$ cat src/rtl/object_bounds_tracker_pkg.sv
// Shared widths, FSM state encoding and defaults for the object bounds tracker.
package tracker_pkg;
  localparam int COORD_W        = 9;
  localparam int CNT_W          = 17;
  localparam int SUM_W          = 25;
  localparam int ITER_W         = 5;
  localparam logic [ITER_W-1:0] DIV_ITERS = ITER_W'(SUM_W);
  localparam int MIN_PIXELS_DEF = 64;

  typedef enum logic [2:0] {
    ST_IDLE,
    ST_CHECK,
    ST_DIV_X,
    ST_DIV_Y,
    ST_PUBLISH
  } state_t;
endpackage

$ cat src/rtl/object_bounds_tracker_divider.sv
// Unsigned restoring divider: one load cycle, then one quotient bit per cycle.
module bounds_divider
  import tracker_pkg::*;
(
  input  logic             clk,
  input  logic             reset,
  input  logic             start,
  input  logic [SUM_W-1:0] dividend,
  input  logic [CNT_W-1:0] divisor,
  output logic [SUM_W-1:0] quotient,
  output logic             done
);
  logic [CNT_W-1:0]  rem;
  logic [SUM_W-1:0]  quo;
  logic [ITER_W-1:0] iter;
  logic [CNT_W:0]    trial;
  logic [CNT_W:0]    diff;

  // Trial subtraction; a set top bit of diff means the divisor did not fit
  always_comb begin
    trial = {rem, quo[SUM_W-1]};
    diff  = trial - {1'b0, divisor};
  end

  // Iteration counter and one-cycle done pulse after the last quotient bit
  always_ff @(posedge clk or posedge reset) begin
    if (reset) begin
      iter <= '0;
      done <= 1'b0;
    end else if (start) begin
      iter <= DIV_ITERS;
      done <= 1'b0;
    end else if (iter != '0) begin
      iter <= iter - 1'b1;
      done <= (iter == ITER_W'(1));
    end else begin
      done <= 1'b0;
    end
  end

  // Remainder/quotient shift register; dividend bits shift out as quotient bits shift in
  always_ff @(posedge clk) begin
    if (start) begin
      rem <= '0;
      quo <= dividend;
    end else if (iter != '0) begin
      if (!diff[CNT_W]) begin
        rem <= diff[CNT_W-1:0];
        quo <= {quo[SUM_W-2:0], 1'b1};
      end else begin
        rem <= trial[CNT_W-1:0];
        quo <= {quo[SUM_W-2:0], 1'b0};
      end
    end
  end

  assign quotient = quo;
endmodule

$ cat src/rtl/object_bounds_tracker.sv
// Per-frame bounding box and centroid of thresholded pixels, published atomically.
module object_bounds_tracker #(
  parameter int COORD_W    = tracker_pkg::COORD_W,
  parameter int H_ACTIVE   = 320,
  parameter int V_ACTIVE   = 240,
  parameter int MIN_PIXELS = tracker_pkg::MIN_PIXELS_DEF
) (
  input  logic               clk,
  input  logic               reset,
  input  logic               frame_start,
  input  logic               frame_end,
  input  logic               pixel_valid,
  input  logic [COORD_W-1:0] pixel_column,
  input  logic [COORD_W-1:0] pixel_row,
  input  logic               pixel_match,
  output logic [COORD_W-1:0] x_min,
  output logic [COORD_W-1:0] x_max,
  output logic [COORD_W-1:0] y_min,
  output logic [COORD_W-1:0] y_max,
  output logic [COORD_W-1:0] x_cen,
  output logic [COORD_W-1:0] y_cen,
  output logic               detected,
  output logic               bounds_valid,
  output logic               busy,
  output logic               overrun
);
  import tracker_pkg::*;

  // Exclusive upper bound from the last matched coordinate
  function automatic logic [COORD_W-1:0] bound_excl(input logic [COORD_W-1:0] v);
    return v + 1'b1;
  endfunction

  state_t state, state_nxt;

  logic [CNT_W-1:0]   acc_cnt, cnt_nxt, snap_cnt;
  logic [SUM_W-1:0]   acc_sx, sx_nxt, snap_sx;
  logic [SUM_W-1:0]   acc_sy, sy_nxt, snap_sy;
  logic [COORD_W-1:0] acc_xmin, xmin_nxt, snap_xmin;
  logic [COORD_W-1:0] acc_xmax, xmax_nxt, snap_xmax;
  logic [COORD_W-1:0] acc_ymin, ymin_nxt, snap_ymin;
  logic [COORD_W-1:0] acc_ymax, ymax_nxt, snap_ymax;
  logic [COORD_W-1:0] qx;
  logic               hit, under_min, accept_end;
  logic               div_start, div_done;
  logic [SUM_W-1:0]   div_dividend, div_quotient;
  logic               unused_q_hi;

  assign hit        = pixel_valid && pixel_match &&
                      (pixel_column < COORD_W'(H_ACTIVE)) && (pixel_row < COORD_W'(V_ACTIVE));
  assign under_min  = snap_cnt < CNT_W'(MIN_PIXELS);
  assign accept_end = frame_end && (state == ST_IDLE);
  assign busy       = (state != ST_IDLE);
  assign unused_q_hi = ^div_quotient[SUM_W-1:COORD_W];

  // Next accumulator values: frame_start reinitialises, this cycle's pixel folds in
  always_comb begin
    if (frame_start) begin
      cnt_nxt  = '0;
      sx_nxt   = '0;
      sy_nxt   = '0;
      xmin_nxt = '1;
      xmax_nxt = '0;
      ymin_nxt = '1;
      ymax_nxt = '0;
    end else begin
      cnt_nxt  = acc_cnt;
      sx_nxt   = acc_sx;
      sy_nxt   = acc_sy;
      xmin_nxt = acc_xmin;
      xmax_nxt = acc_xmax;
      ymin_nxt = acc_ymin;
      ymax_nxt = acc_ymax;
    end
    if (hit) begin
      cnt_nxt  = cnt_nxt + 1'b1;
      sx_nxt   = sx_nxt + SUM_W'(pixel_column);
      sy_nxt   = sy_nxt + SUM_W'(pixel_row);
      xmin_nxt = (pixel_column < xmin_nxt) ? pixel_column : xmin_nxt;
      xmax_nxt = (pixel_column > xmax_nxt) ? pixel_column : xmax_nxt;
      ymin_nxt = (pixel_row < ymin_nxt) ? pixel_row : ymin_nxt;
      ymax_nxt = (pixel_row > ymax_nxt) ? pixel_row : ymax_nxt;
    end
  end

  // Running accumulators for the frame currently streaming in
  always_ff @(posedge clk or posedge reset) begin
    if (reset) begin
      acc_cnt  <= '0;
      acc_sx   <= '0;
      acc_sy   <= '0;
      acc_xmin <= '1;
      acc_xmax <= '0;
      acc_ymin <= '1;
      acc_ymax <= '0;
    end else begin
      acc_cnt  <= cnt_nxt;
      acc_sx   <= sx_nxt;
      acc_sy   <= sy_nxt;
      acc_xmin <= xmin_nxt;
      acc_xmax <= xmax_nxt;
      acc_ymin <= ymin_nxt;
      acc_ymax <= ymax_nxt;
    end
  end

  // Snapshot of the finished frame, including a pixel coincident with frame_end
  always_ff @(posedge clk) begin
    if (accept_end) begin
      snap_cnt  <= cnt_nxt;
      snap_sx   <= sx_nxt;
      snap_sy   <= sy_nxt;
      snap_xmin <= xmin_nxt;
      snap_xmax <= xmax_nxt;
      snap_ymin <= ymin_nxt;
      snap_ymax <= ymax_nxt;
    end
  end

  // FSM state register
  always_ff @(posedge clk or posedge reset) begin
    if (reset) state <= ST_IDLE;
    else       state <= state_nxt;
  end

  // FSM next state and divider sequencing; y division launches on x done
  always_comb begin
    state_nxt    = state;
    div_start    = 1'b0;
    div_dividend = snap_sx;
    case (state)
      ST_IDLE:    if (frame_end) state_nxt = ST_CHECK;
      ST_CHECK: begin
        if (under_min) begin
          state_nxt = ST_PUBLISH;
        end else begin
          div_start = 1'b1;
          state_nxt = ST_DIV_X;
        end
      end
      ST_DIV_X: begin
        div_dividend = snap_sy;
        if (div_done) begin
          div_start = 1'b1;
          state_nxt = ST_DIV_Y;
        end
      end
      ST_DIV_Y:   if (div_done) state_nxt = ST_PUBLISH;
      ST_PUBLISH: state_nxt = ST_IDLE;
      default:    state_nxt = ST_IDLE;
    endcase
  end

  bounds_divider u_div (
    .clk      (clk),
    .reset    (reset),
    .start    (div_start),
    .dividend (div_dividend),
    .divisor  (snap_cnt),
    .quotient (div_quotient),
    .done     (div_done)
  );

  // Hold the x centroid while the divider is reused for y
  always_ff @(posedge clk) begin
    if (state == ST_DIV_X && div_done) qx <= div_quotient[COORD_W-1:0];
  end

  // Published outputs, bounds_valid pulse and sticky overrun flag
  always_ff @(posedge clk or posedge reset) begin
    if (reset) begin
      x_min        <= '0;
      x_max        <= '0;
      y_min        <= '0;
      y_max        <= '0;
      x_cen        <= '0;
      y_cen        <= '0;
      detected     <= 1'b0;
      bounds_valid <= 1'b0;
      overrun      <= 1'b0;
    end else begin
      bounds_valid <= (state == ST_PUBLISH);
      if (frame_end && state != ST_IDLE) overrun <= 1'b1;
      if (state == ST_PUBLISH) begin
        detected <= !under_min;
        if (!under_min) begin
          x_min <= snap_xmin;
          x_max <= bound_excl(snap_xmax);
          y_min <= snap_ymin;
          y_max <= bound_excl(snap_ymax);
          x_cen <= qx;
          y_cen <= div_quotient[COORD_W-1:0];
        end
      end
    end
  end
endmodule

$ cat config.mk
export PLATFORM = sky130hd
export DESIGN_NAME = object_bounds_tracker
export DESIGN_NICKNAME = d
export VERILOG_FILES = /design/src/rtl/object_bounds_tracker_pkg.sv /design/src/rtl/object_bounds_tracker_divider.sv /design/src/rtl/object_bounds_tracker.sv
export SDC_FILE = /design/constraint.sdc
export NUM_CORES = 1
export LEC_CHECK = 0
export BUFFER_PORTS_ARGS = -buffer_cell sky130_fd_sc_hd__buf_2
export CAP_MARGIN = 20
export CORE_UTILIZATION = 62
export CTS_BUF_LIST = sky130_fd_sc_hd__clkbuf_8 sky130_fd_sc_hd__clkbuf_16
export CTS_CLUSTER_DIAMETER = 40
export DETAILED_ROUTE_END_ITERATION = 8
export PLACE_DENSITY_LB_ADDON = 0.1
export SYNTH_ARGS = -nofsm -noshare
export SYNTH_HDL_FRONTEND = slang
export SYNTH_HIERARCHICAL = 1
export SYNTH_SLANG_ARGS = --single-unit
$ cat constraint.sdc
create_clock -name clk -period 7.76 [get_ports clk]
set_clock_uncertainty 0.2 [all_clocks]
set_input_delay 1.552 -clock clk [delete_from_list [all_inputs] [get_ports clk]]
set_output_delay 1.552 -clock clk [all_outputs]
set_load 0.01 [all_outputs]
==> Word-level counts from Yosys, hierarchy flattened <==
Cells that the tools add are included.
{ "word_totals": {"reg_bits": 323, "latchBits": 0, "ramBits": 0, "romBits": 0, "out_inout_bits": 58, "word_cells": 100, "n_memories": 0} }
{ "classes": {"add_sub_neg": 7, "n_mul": 0, "n_div": 0, "n_lt_le_gt_ge": 7, "n_eq_ne": 8, "shift": 0, "muxes": 35, "n_bitwise": 1, "reduce_logical": 13} }
{ "ops": {"columns": ["operator", "count"], "rows": [
  ["2-to-1 mux 25 bit", 7],
  ["2-to-1 mux 9 bit", 12],
  ["2-to-1 mux 17 bit", 3],
  ["adder 25 x 9 -> 25 bit", 2],
  ["adder 9 x 1 -> 9 bit, second input constant", 2],
  ["> comparator 9 bit", 2],
  ["less-than comparator 9 bit", 2],
  ["subtractor 18 x 17 -> 18 bit", 1],
  ["adder 17 x 1 -> 17 bit, second input constant", 1],
  ["less-than comparator 17 x 7 -> 1 bit, second input constant", 1],
  ["2-to-1 mux 3 bit", 4],
  ["one-hot mux 3 bit (4 select lines)", 1],
  ["2-to-1 mux 5 bit", 2],
  ["less-than comparator 9 x 8 -> 1 bit, second input constant", 1],
  ["less-than comparator 9 bit, second input constant", 1],
  ["== test 3 x 2 -> 1 bit, second input constant", 2],
  ["logical AND 1 bit", 6],
  ["== test 5 x 1 -> 1 bit, second input constant", 1],
  ["2-to-1 mux 1 bit", 5],
  ["nonzero test 5 bit", 1],
  ["subtractor 5 x 1 -> 5 bit, second input constant", 1],
  ["inequality test 2 x 1 -> 1 bit, second input constant", 2],
  ["== test 3 x 1 -> 1 bit, second input constant", 1],
  ["== test 3 bit, second input constant", 1],
  ["9 further kinds", 9]
]} }

==> Depth between registers and ports, before layout <==
Gate-level depths: netlist of run 1.
{ "logic_depth": {"ltp_word": 4, "mapped_depth": 12} }

==> Cells and area by module <==
Netlist of run 1, hierarchy kept.
{ "modules_own_cells": {"columns": ["module", "n_inst", "cells_per_inst", "area_each_um2", "seq_area_each_um2"], "rows": [
  ["object_bounds_tracker", 1, 985, 12474.5, 7464.7],
  ["bounds_divider", 1, 365, 3510.9, 1241.2]
]} }

==> Worst setup path after synthesis of run 1 <==
No wires, ideal clock.
{ "synth_timing": {"kind": "in2reg", "startpoint": "input frame_end", "endpoint": "register snap_cnt[0], enable pin", "t_arrival_ns": 5.851, "setup_slack_ns": 1.143, "stages": 2, "path_buffers": 0, "path_cell_list": "inv_1 -> nor2_1"} }
{ "synth_between": {"elab_chain_cells": 1} }
{ "synth_rtl": {"columns": ["element", "line", "source"], "rows": [
  ["start, declared", "object_bounds_tracker.sv:11", "input logic frame_end,"],
  ["logical AND 1 bit", "object_bounds_tracker.sv:52", "assign accept_end = frame_end && (state == ST_IDLE);"],
  ["net accept_end", "object_bounds_tracker.sv:44", "logic hit, under_min, accept_end;"],
  ["end signal, assigned", "object_bounds_tracker.sv:110", "snap_cnt <= cnt_nxt;"],
  ["end, declared", "object_bounds_tracker.sv:36", "logic [CNT_W-1:0] acc_cnt, cnt_nxt, snap_cnt;"]
]} }
The timed path passes the listed nets, and every way through them passes these cells.
A chain may end at the register's enable or synchronous reset.

==> Worst setup path after layout of run 1 <==
{ "layout_timing": {"startpoint": "input frame_start", "endpoint": "register snap_sx[20] (data pin)"} }
{ "layout_between": {"elab_chain_cells": 3} }
{ "layout_rtl": {"columns": ["element", "line", "source"], "rows": [
  ["start, declared", "object_bounds_tracker.sv:10", "input logic frame_start,"],
  ["2-to-1 mux 25 bit *", "object_bounds_tracker.sv:58", "if (frame_start) begin"],
  ["adder 25 x 9 -> 25 bit", "object_bounds_tracker.sv:77", "sx_nxt = sx_nxt + SUM_W'(pixel_column);"],
  ["2-to-1 mux 25 bit *", "object_bounds_tracker.sv:75", "if (hit) begin"],
  ["net sx_nxt[20]", "object_bounds_tracker.sv:37", "logic [SUM_W-1:0] acc_sx, sx_nxt, snap_sx;"],
  ["end signal, assigned", "object_bounds_tracker.sv:111", "snap_sx <= sx_nxt;"],
  ["end, declared", "object_bounds_tracker.sv:37", null]
]} }
Mark *: on every way through the listed nets, which the timed path passes. The rest lies on a longest branch.

==> reports/qor.txt, run 1 <==
DRC errors left: 0
Placed Area: 0.0167 mm^2
Ports: 82
Layout Nets: 1538
Internal: 0.00403 W
Core ar.: 0.0253 mm^2
delay-heaviest family, CP: buffers and inverters
hold path start: u_div/quotient[4]
critical path's most frequent cell: buf_4
post-synthesis cell count: 1350
RSZ-0062 raised after global routing: no
Die Y: 163 um
worst endpoint data arrival time: 4.74 ns
crit-path max FO: 59
diodes inserted: 0
Mean Syn Cell Area: 11.8 um^2
HPWL after DPL: 21900 um
synthesized area: 0.0160 mm^2
Static Leak: 7.80 nW
Seq/Total Area, Yosys: 54.5%
PD cells: 322 mW/mm^2
DR WL/cell: 18.8 um
register area: 0.00871 mm^2
vias in the first global route: 10800
worst r2r dst: u_div/rem[15]
GRT Util Overall: 26.8%
Net Sw Power: 0.00182 W
CP max stage delay: 0.80 ns
run status: complete, no violations
DP Worst Slack: 2.58 ns
fraction of layout cells with a size suffix above 1: 21.8%
final number of hold-violating endpoints: 0
number of port buffers: 81
RR Startpoint: snap_cnt[10]
Overflow after GRT: 0
combinational fraction of design power: 26.5%
via count: 10700
Buf/Inv on CP: 2
H-tree depth: 2
Yosys cell types: 83
Slew Viols, Final: 0
Least-Margin Pin Slew: 1.06 ns
pin count of the biggest net entering global routing: 89
Worst Setup Path Type: in2reg
Synth top area share: 25.7%
final setup fails: 0
Clk pwr share: 34.4%
Yosys top cell by area: edfxtp_1
required time of the worst setup path: 7.81 ns
Final WS setup: 3.06 ns
first-pass GRT wire length: 55500 um
# Post-CTS Setup Buffers: 0
fin area: 0.0182 mm^2
Setup crit start kind: input pin
Critical Path Source: frame_start
mux cell area share after synthesis: 9.37%
FFs w/ async S/R, synth: 52.3%
# rows: 58
setup TNS: 0 ns
CTS tree: done
Post-CTS Resized: 0
starting density of the core: 63.3%
drt pass-1 iters: 5
CTS Buffer Depth: 3
minimum clock period: 4.70 ns
Starting DRT DRC Count: 806
most common cell after layout, fill and taps aside: dfrtp_1
Area Growth Syn to Fin: 13.8%
R2R cell count: 8
Slowest-stage cell, CP: o21bai_1
commonest non-fill, non-tap cells in the layout: dfrtp_1 (151), edfxtp_1 (137), nor2_1 (125), mux2_2 (101), buf_2 (80)
largest family of logic cells by synthesized area: simple AND/OR/NAND/NOR gates
routed wire length: 33800 um
Switching Fraction: 31.2%
Post-Synth Simple-Gate Area: 13.2%
worst hold path endpoint: qx[4]
Via density: 5.92
PnR Total Power: 0.00585 W
ys flop type: dfrtp_1
insertion delay to the later sink of the worst-skew pair: 0.53 ns
Post-Synth XOR/XNOR Area: 3.84%
Post-synth EDFFs: 137
CTS Root Cell: clkbuf_16
slew margin rel.: 29.2%
Multi-input gate area: 0.00686 mm^2
sequential share of power: 39.1%
Worst VDD drop: 0.299 mV
adder-cell share of the synthesized area: 6.25%
GPL Wtd Cong: 0.848
die area: 0.0264 mm^2
setup slack, reg-to-reg: 4.32 ns
number of CTS-inserted buffers: 44
CP endpoint kind: register
clk slew on worst S/H paths: 0.06 ns
antenna violations before repair: 1
Sink Count: 323
max_cap viols: 0
Hold/Removal Path Class: reg2reg
Synth area leaders: edfxtp_1 (26%), dfrtp_1 (24%), mux2_2 (7.1%)
fmax: 213 MHz
chip width: 163 um
# fillers: 1772
final core utilization: 72.0%
number of synthesized register bits: 323
crit path cell chain: buf_4 -> buf_4 -> nor2b_1 -> ha_1 -> and2_1 -> o21bai_1 -> a211oi_1 -> xnor2_1 -> nor2_1
period utilization: 60.5%
Hold Path Stages: 0
YS warnings: 6
remaining antenna violation count: 0
# hold bufs at CTS: 0
Synth Area in Compound Gates: 10.0%
Post-Syn Nets: 1452
-- cells in the mapped netlist (all sizes together) (18+ instances only) --
cell type / n
a211oi: 20
nand3: 30
nor2: 126
o21ai: 56
nand4: 25
buf: 29
nand2b: 27
nor2b: 33
mux2i: 36
xnor2: 47
mux2: 101
nor3: 18
ha: 75
dfstp: 18
a21o: 20
dfrtp: 151
inv: 50
clkbuf: 25
xor2: 23
nand2: 61
edfxtp: 137
a21oi: 65
nor4: 20
-- power groups by stage --
stage                     Clock (W)  Sequential (W)  Combinational [W]
after floorplan                   0         0.00229            0.00118
after global placement            0         0.00231            0.00150
after detailed placement          0         0.00231            0.00153
after CTS                   0.00205         0.00229            0.00155
after global routing        0.00213         0.00232            0.00170
final                       0.00201         0.00229            0.00155
-- cells by family after synthesis --
family,after synthesis
buffers and inverters,104
muxes,137
DFF,323
adders and majority gates,78
xor gates and xnor gates,70
and+or+nand+nor,403
AOI/OAI and AO/OA,235
-- worst max path at each step --
stage	slack [ns]	endpoint	depth (start not counted)
after global routing	2.86	snap_sx[20]	9
after global placement	2.74	snap_sx[17]	9
after floorplan	1.14	snap_cnt[0]	2
after detailed placement	2.58	snap_sx[20]	9
final	3.06	snap_sx[20]	9
after CTS	3.12	snap_sx[20]	9
-- final cells by class --
class	instances	share of cell area (%)
Sequential cell	323	47.9
Multi-Input combinational cell	923	37.7
Clock buffer	47	6.34
Timing Repair Buffer	94	2.85
Tap cell	330	2.27
Clock inverter	35	1.87
Inverter	50	1.06
-- state kept, by name (all words and copies together), names as in the netlist, 17 cells and up --
register and cells:
snap_sx 25, acc_cnt 17, acc_sy 25, u_div/rem 17, snap_cnt 17, snap_sy 25, acc_sx 25, u_div/quotient 25
-- routing by layer --
layer | GRT usage (%) | vias up | share of wire [%]
met1 | 37.0 | 5220 | 46
met4 | 7.94 | 2 | 2.3
li1 | - | 5122 | -
met2 | 43.2 | 265 | 47
met3 | 4.94 | 56 | 4.5
met5 | 0 | - | 0.053
-- stage by stage --
step	hold WS (ns)	instances
6_report	0.268	1802
5_1_grt	0.282	1802
4_1_cts	0.271	1801
3_5_place_dp	0.259	1719
3_3_place_gp	0.235	1718
2_1_floorplan	0.240	1350
(Power assumes the default switching activity.)
==> run 2: changes to the inputs <==
Settings changed: CORE_UTILIZATION 62 to 56.
Clock period 7.76 ns to 3.9 ns, I/O delays scaled along.
==> run 2 against run 1 <==
  * Sequential share of layout area shrank 0.60 points
  * Sequential power is 99% higher
  * Register-to-register slack worse by 3.9 ns
  * Critical path depth shrank 1
  * Global-route usage is 2.1 points lower
  * Combinational power increased by 100%
  * Utilization is 6.1 points lower
  * Total power rose by 99%
  * Hold slack lost 0.010 ns
  * Die area increased by 11%
  * Cell count increased by 3.6%
  * Clock-buffer cell count down 1
  * Critical path type is now reg2reg
  * Largest power group unchanged
==> reports/qor.txt, run 2 (same netlist as run 1, synthesis figures left out) <==
fraction of layout cells with a size suffix above 1: 22.7% (+0.91 points)
Least-Margin Pin Slew: 1.00 ns (-0.0545 ns)
RSZ-0062 raised after global routing: no
GPL Wtd Cong: 0.903 (+6.5%)
delay-heaviest family, CP: compound AO/OA/AOI/OAI gates
crit path cell chain: inv_1 -> ha_1 -> and4_1 -> nand4_4 -> a211o_1 -> a31oi_2 -> nor4_1 -> a2111oi_1
H-tree depth: 2 (unchanged)
starting density of the core: 57.2% (-6.1 points)
CP endpoint kind: register
Placed Area: 0.0169 mm^2 (+1.5%)
Sink Count: 323 (unchanged)
commonest non-fill, non-tap cells in the layout: dfrtp_1 (151), edfxtp_1 (137), nor2_1 (125), mux2_2 (101), buf_2 (80)
diodes inserted: 0 (unchanged)
CTS Buffer Depth: 3 (unchanged)
DR WL/cell: 18.5 um (-1.4%)
minimum clock period: 3.46 ns
CTS Root Cell: clkbuf_16
remaining antenna violation count: 0 (unchanged)
# hold bufs at CTS: 1 (+1)
Static Leak: 7.88 nW (+1.0%)
Worst Setup Path Type: reg2reg
# rows: 61 (+5.2%)
Final WS setup: 0.435 ns (-2.63 ns)
Layout Nets: 1555 (+1.1%)
number of port buffers: 81 (unchanged)
final number of hold-violating endpoints: 0 (unchanged)
first-pass GRT wire length: 56400 um (+1.6%)
# Post-CTS Setup Buffers: 0 (unchanged)
DP Worst Slack: 0.310 ns (-2.27 ns)
GRT Util Overall: 24.7% (-2.1 points)
fmax: 289 MHz
# fillers: 2172 (+23%)
drt pass-1 iters: 8 (+3)
Die Y: 171 um (+5.2%)
number of CTS-inserted buffers: 43 (-2.3%)
run status: complete, no violations
setup slack, reg-to-reg: 0.44 ns (-3.88 ns)
final setup fails: 0 (unchanged)
via count: 10700 (+0.76%)
HPWL after DPL: 23200 um (+6.2%)
CP max stage delay: 0.82 ns (+0.02 ns)
DRC errors left: 0 (unchanged)
pin count of the biggest net entering global routing: 104 (+17%)
Starting DRT DRC Count: 611 (-24%)
die area: 0.0292 mm^2 (+11%)
CTS tree: done
chip width: 171 um (+5.2%)
antenna violations before repair: 0 (-1)
crit-path max FO: 17 (-71%)
Slew Viols, Final: 0 (unchanged)
Setup crit start kind: register
Critical Path Source: snap_cnt[10]
fin area: 0.0184 mm^2 (+1.3%)
routed wire length: 34500 um (+2.1%)
Worst VDD drop: 0.368 mV (+23%)
Slowest-stage cell, CP: a31oi_2
Core ar.: 0.0279 mm^2 (+11%)
most common cell after layout, fill and taps aside: dfrtp_1
clk slew on worst S/H paths: 0.06 ns (about the same)
PD cells: 634 mW/mm^2 (+97%)
slew margin rel.: 32.9% (+3.7 points)
hold path start: overrun
Via density: 5.76 (-2.7%)
Hold/Removal Path Class: reg2reg
max_cap viols: 0 (unchanged)
Area Growth Syn to Fin: 15.2%
period utilization: 88.8%
Overflow after GRT: 0 (unchanged)
final core utilization: 65.9% (-6.1 points)
vias in the first global route: 10800 (-0.53%)
setup TNS: 0 ns (unchanged)
Buf/Inv on CP: 1 (-1)
Post-CTS Resized: 0 (unchanged)
required time of the worst setup path: 4.10 ns (-3.71 ns)
insertion delay to the later sink of the worst-skew pair: 0.54 ns (about the same)
RR Startpoint: snap_cnt[10]
worst endpoint data arrival time: 3.67 ns (-1.07 ns)
Ports: 82 (unchanged)
PnR Total Power: 0.0117 W (+99%)
[run 2: changes by cell type in the layout (fill, tap and decap cells not counted)]
cell,delta
clkinvlp_4,+3
buf_12,+3
inv_6,-6
clkinv_8,+1
clkinv_1,-2
dlygate4sd3_1,+1
inv_8,+4
clkbuf_16,-1
clkinv_2,-1
buf_4,+14
[run 2: final timing paths]
check                          endpoint  depth (start not counted)
max                        u_div/rem[4]                          8
min                             overrun                          1
max reg2reg                u_div/rem[4]                          8
min reg2reg                     overrun                          1
max in group asynchronous    acc_sx[10]                          4
min in group asynchronous    u_div/done                          3
[run 2: metal layers]
layer	GRT usage [%]	vias up	part of all wire (%)
li1	-	5152	-
met1	34.4	5317	47
met2	39.8	206	47
met3	3.49	71	3.4
met4	8.15	0	2.5
met5	0	-	0
[run 2: final cells by class]
type	instances	area, um^2	area share, %
clock inverters	34	360	1.96
well taps	378	473	2.57
flip-flops and latches	323	8710	47.3
clock buffers	46	1130	6.13
inverters	50	191	1.04
multi-input cells	923	6860	37.3
repair buffers	112	693	3.76
[run 2: report_power, final]
group          total, W  leakage (nW)  internal (W)  switching (W)
Sequential      0.00455          3.69       0.00421       0.000337
Combinational   0.00312          3.46       0.00138        0.00175
Clock           0.00400         0.727       0.00242        0.00158
Total            0.0117          7.88       0.00801        0.00366
[run 2: through the flow]
step           std cells  hold slack (ns)
3_3_place_gp        1785            0.236
2_1_floorplan       1350            0.240
3_5_place_dp        1785            0.244
6_report            1866            0.258
4_1_cts             1866            0.249
5_1_grt             1866            0.250
